[config.mk]
export PLATFORM = sky130hd
export DESIGN_NAME = cache_mem_arbiter
export DESIGN_NICKNAME = d
export VERILOG_FILES = /design/src/rtl/cache_mem_arbiter.sv
export SDC_FILE = /design/constraint.sdc
export NUM_CORES = 1
export LEC_CHECK = 0
export CAP_MARGIN = 10
export CORE_MARGIN = 2
export CORE_UTILIZATION = 47
export DETAILED_ROUTE_END_ITERATION = 7
export PLACE_DENSITY = 0.81
export SLEW_MARGIN = 20
export SYNTH_ARGS = -nofsm -noshare
export SYNTH_HDL_FRONTEND = slang
export SYNTH_SLANG_ARGS = --single-unit
[constraint.sdc]
create_clock -name clk -period 2.14 [get_ports clk]
set_input_delay 0.535 -clock clk [delete_from_list [all_inputs] [get_ports clk]]
set_output_delay 0.535 -clock clk [all_outputs]
set_load 0.03 [all_outputs]
[src/rtl/cache_mem_arbiter.sv]
// Two-requester refill arbiter in front of a single main-memory read port.
// Alternates between the cache controllers on contention and aborts reads that exceed TIMEOUT wait cycles.
module cache_mem_arbiter #(
  parameter int unsigned ADDR_W  = 15,
  parameter int unsigned TIMEOUT = 255,
  parameter int unsigned CNT_W   = 16
) (
  input  logic              clk,
  input  logic              rst,
  input  logic              req0,
  input  logic              req1,
  input  logic [ADDR_W-1:0] addr0,
  input  logic [ADDR_W-1:0] addr1,
  input  logic              memDataRdy,
  output logic              memRead,
  output logic [ADDR_W-1:0] memAddr,
  output logic              grant0,
  output logic              grant1,
  output logic              dataRdy0,
  output logic              dataRdy1,
  output logic              memErr,
  output logic [CNT_W-1:0]  missCnt0,
  output logic [CNT_W-1:0]  missCnt1,
  output logic              busy
);

  // Wait counter only has to hold values up to TIMEOUT-1.
  localparam int unsigned TO_W = (TIMEOUT > 1) ? $clog2(TIMEOUT) : 1;

  typedef enum logic [1:0] {
    S_IDLE = 2'd0,
    S_WAIT = 2'd1,
    S_DONE = 2'd2
  } state_t;

  state_t            r_state;
  state_t            w_next;
  logic              w_start;
  logic              w_win;
  logic              w_tmo;
  logic              r_win;
  logic              r_last;
  logic              r_err;
  logic [ADDR_W-1:0] r_addr;
  logic [TO_W-1:0]   r_wcnt;
  logic [CNT_W-1:0]  r_miss0;
  logic [CNT_W-1:0]  r_miss1;

  always_ff @(posedge clk or posedge rst) begin
    if (rst) begin
      r_state <= S_IDLE;
    end else begin
      r_state <= w_next;
    end
  end

  // Next state; on a tie the requester not served last wins.
  always_comb begin
    w_next  = r_state;
    w_start = 1'b0;
    w_win   = r_win;
    w_tmo   = 1'b0;
    case (r_state)
      S_IDLE: begin
        if (req0 || req1) begin
          w_start = 1'b1;
          w_win   = (req0 && req1) ? ~r_last : req1;
          w_next  = S_WAIT;
        end
      end
      S_WAIT: begin
        if (memDataRdy) begin
          w_next = S_DONE;
        end else if (r_wcnt == TO_W'(TIMEOUT - 1)) begin
          w_next = S_DONE;
          w_tmo  = 1'b1;
        end
      end
      S_DONE: begin
        w_next = S_IDLE;
      end
      default: begin
        w_next = S_IDLE;
      end
    endcase
  end

  always_ff @(posedge clk or posedge rst) begin
    if (rst) begin
      r_win   <= 1'b0;
      r_last  <= 1'b1;
      r_err   <= 1'b0;
      r_addr  <= '0;
      r_wcnt  <= '0;
      r_miss0 <= '0;
      r_miss1 <= '0;
    end else begin
      if (w_start) begin
        r_win  <= w_win;
        r_addr <= w_win ? addr1 : addr0;
        r_wcnt <= '0;
        if (!w_win && (r_miss0 != '1)) begin
          r_miss0 <= r_miss0 + CNT_W'(1);
        end
        if (w_win && (r_miss1 != '1)) begin
          r_miss1 <= r_miss1 + CNT_W'(1);
        end
      end
      if (r_state == S_WAIT) begin
        r_err <= w_tmo;
        if (w_next == S_WAIT) begin
          r_wcnt <= r_wcnt + TO_W'(1);
        end
      end
      if (r_state == S_DONE) begin
        r_last <= r_win;
      end
    end
  end

  // Outputs decode only the state and the registered winner.
  assign memRead  = (r_state == S_WAIT);
  assign busy     = (r_state != S_IDLE);
  assign grant0   = busy && !r_win;
  assign grant1   = busy && r_win;
  assign dataRdy0 = (r_state == S_DONE) && !r_win;
  assign dataRdy1 = (r_state == S_DONE) && r_win;
  assign memErr   = (r_state == S_DONE) && r_err;
  assign memAddr  = r_addr;
  assign missCnt0 = r_miss0;
  assign missCnt1 = r_miss1;

endmodule

==> impl_summary.txt <==
----------------------------------------------------
[Status]
  Run status ... completed

[Yosys]
  Main synth FF type ... sky130_fd_sc_hd__dfrtp_1
  Area of the mapped netlist ... 0.00294 mm2
  Top cells by area, synth ... sky130_fd_sc_hd__dfrtp_1 (50%), sky130_fd_sc_hd__xor2_1 (7.5%), sky130_fd_sc_hd__mux2i_1 (5.1%)
  Register bit count reported by yosys ... 60
  Most frequent cell after synthesis ... sky130_fd_sc_hd__dfrtp_1
  Synth warn ... 0
  Mapped Avg Cell Area ... 10.5 um2
  Most used standard cells in the synthesized netlist ... sky130_fd_sc_hd__dfrtp_1 (59), sky130_fd_sc_hd__nand2_1 (33), sky130_fd_sc_hd__xor2_1 (25)
  Mapped Nets ... 320
  FFs w/ async S/R, synth ... 100%
  Cell type with the highest aggregate area in the netlist ... sky130_fd_sc_hd__dfrtp_1
  Number of different library cells in the post-synthesis netlist ... 41
  Number of flops mapped to enable cells by yosys ... 0
  Top-area cell type share of the netlist area ... 50.3%
  Cells after synthesis ... 281
  Sequential-to-total area share from yosys stat ... 51.2%

[Worst setup path]
  CP Capture Type ... output pin
  Number of buffer and inverter instances along the worst setup path ... 1
  Largest stage delay, worst path ... 0.72 ns
  Number of cells on the worst reg-to-reg path ... 6
  Kind of cell adding the most delay to the critical path ... buffers and inverters
  Crit-path max FO ... 8
  Cell breakdown of the critical path ... clkdlybuf4s50_1
  Number of gates on the worst path with buffers counted ... 1
  Crit-path slowest cell ... sky130_fd_sc_hd__clkdlybuf4s50_1
  Worst endpoint required time ... 1.60 ns
  Type of the setup path with the least slack ... register to output pin
  Critical path data arrival time ... 1.53 ns
  Type of origin of the critical path ... register

[Placement]
  Hpwl dp ... 4780 um
  IO buf count ... 88
  Last weighted congestion value of the routability-driven placer ... 0.777
  Post-DP Area ... 0.00405 mm2

[Global route]
  Largest net degree at the start of global routing ... 61
  Antenna violations before repair ... 0
  Vias in the first global route ... 2,560
  Remaining global-route overflow ... 0
  GRT Resource Usage Total ... 20.0%
  Global-route wire length before repair ... 11,200 um

[Cells and area]
  Share of post-route cells with drive strength above 1 ... 12.4%
  Total inserted antenna cells ... 0
  Layout overhead on the synthesized area ... 44.2%
  Layout net count ... 431
  Filler cell count in the final layout ... 457
  Post-layout instance area ... 0.00423 mm2
  Final Core Density ... 70.7%

[Die]
  Die Footprint ... 0.00690 mm2
  Count of boundary I/O pins ... 89
  Initial core utilization ... 49.0%
  Width of the chip ... 83.0 um
  DIE HEIGHT ... 83.0 um
  Number of rows in the core area ... 28
  Area of the placeable core ... 0.00599 mm2

[Min path]
  Worst hold path cell count ... 2
  Worst hold-check path type ... register to register

[Timing]
  Minimum hold slack ... 0.480 ns
  Clock Skew ... 0.00710 ns
  Final hold violation count ... 0
  Setup Viol. Count Final ... 0
  Unrepaired setup endpoints after global routing ... no
  Relative slew slack ... 73.6%
  Final period util ... 96.5%
  Tmin final ... 2.07 ns
  Aggregate negative setup slack ... 0 ns
  Highest attainable clock frequency ... 484 MHz
  Final number of max-transition violations ... 0
  Slew at the pin closest to its max-slew limit ... 0.393 ns

[Routing]
  Antenna violation net count after detailed routing ... 0
  Vias per Instance ... 5.34
  Total iterations of the first detailed-routing run ... 4
  Post-route DRC violation count ... 0
  WL per Instance ... 14.0 um
  Total via count in the routed design ... 2,516
  Total Routed Length ... 6570 um
  Initial drt markers ... 105

[Clocking]
  Worst-case clock buffer depth ... 2
  Clock slew at the register clock pins of the worst setup and hold paths ... 0.06 ns
  CTS Hold Buffers Added ... 0
  Worst skew pair latency ... 0.34 ns
  Number of sinks handled by clock tree synthesis ... 60
  Num CTS Buffers ... 9
  Clock Tree Root ... sky130_fd_sc_hd__clkbuf_8
  TritonCTS clock tree ... built
  Total number of H-tree levels ... 3

[Power]
  Overall power after layout ... 4.81 mW
  Power density over the cells ... 1140 mW/mm2
  Leakage component of the power ... 1.96 nW
  Max rail drop VDD ... 0.804 mV

[Run]
  # Max-Cap Violations ... 0

----------------------------------------------------
## metal layers
layer / track usage (%) / vias to the layer above / wire length [um]
met1: 22.6 / 1198 / 2780
met4: 9.39 / 0 / 120
li1: - / 1233 / -
met5: 0 / - / 0
met3: 6.66 / 9 / 428
met2: 33.9 / 76 / 3240
## logic make-up (layout without fill, tap and decap cells)
logic type	Yosys count	count (layout)	synth area share [%]
compound gates	38	38	7.63
xor+xnor	26	26	7.75
buf+inv	11	126	1.53
flops	60	60	51.2
mux	22	22	7.80
fa+ha+maj	4	4	1.70
simple gates	120	120	22.4
## power by group
| group | internal, mW | switching (mW) | leakage [nW] | total (mW) |
|---|---|---|---|---|
| Clock | 0.562 | 0.412 | 0.0935 | 0.975 |
| Combinational | 0.916 | 1.19 | 1.09 | 2.11 |
| Sequential | 1.44 | 0.295 | 0.781 | 1.73 |
## through the flow
| step | worst slack, ns | std cells |
|---|---|---|
| after global placement | -0.147 | 456 |
| final | 0.0747 | 471 |
| after CTS | 0.0174 | 471 |
| after detailed placement | -0.235 | 456 |
| after floorplan | 0.122 | 281 |
| after global routing | 0.0173 | 471 |
## state kept, by name, summed over array words and instances, names as in the netlist
register / count
r_err: 1
r_state: 2
r_wcnt: 8
missCnt0: 16
r_win: 1
missCnt1: 16
memAddr: 15
r_last: 1
## final timing paths
kind | slack, ns | from | to
setup / recovery | 0.07 | missCnt0[2] | missCnt0[2]
hold reg to reg | 0.48 | memAddr[4] | memAddr[4]
min in group asynchronous | 0.58 | rst | missCnt0[10]
max in group asynchronous | 1.25 | rst | r_last
setup reg to reg | 0.26 | r_state[1] | missCnt0[9]
hold / removal | 0.48 | memAddr[4] | memAddr[4]
## cell type report
| type | count | area (um2) | area share, % |
|---|---|---|---|
| well taps | 75 | 93.8 | 2.22 |
| repair buffers | 106 | 1030 | 24.4 |
| clock buffers | 13 | 149 | 3.52 |
| flip-flops and latches | 60 | 1500 | 35.5 |
| clock inverters | 2 | 35.0 | 0.827 |
| inverters | 5 | 18.8 | 0.443 |
| multi-input cells | 210 | 1400 | 33.1 |
## cell usage in the layout, fill, tap and decap left out, drive strengths merged, types with 2 or more instances in the layout
cell / netlist / routed
o21ai: 23 / 23
or2: 2 / 2
inv: 5 / 5
and4: 3 / 3
clkdlybuf4s50: 0 / 81
nand2b: 2 / 2
nand4: 10 / 10
dfrtp: 59 / 59
clkbuf: 3 / 13
and3: 4 / 4
and2: 4 / 4
o2111ai: 2 / 2
o211ai: 2 / 2
nor2b: 4 / 4
buf: 3 / 18
a21oi: 2 / 2
ha: 4 / 4
a31oi: 3 / 3
nor2: 11 / 11
mux2i: 15 / 15
nand2: 33 / 33
xor2: 25 / 25
nor3b: 6 / 6
nand3: 14 / 14
dlygate4sd2: 0 / 6
mux2: 7 / 7
o21a: 2 / 2
nor4: 9 / 9
nor3: 15 / 15
## repair_timing
item                                    CTS  global route
resized for setup                         7             3
setup buffers                             0             0
endpoints found under the setup margin    7             4
cloned                                    0             0
pin swaps                                 0             1
Power figures use the tool's default switching activity.
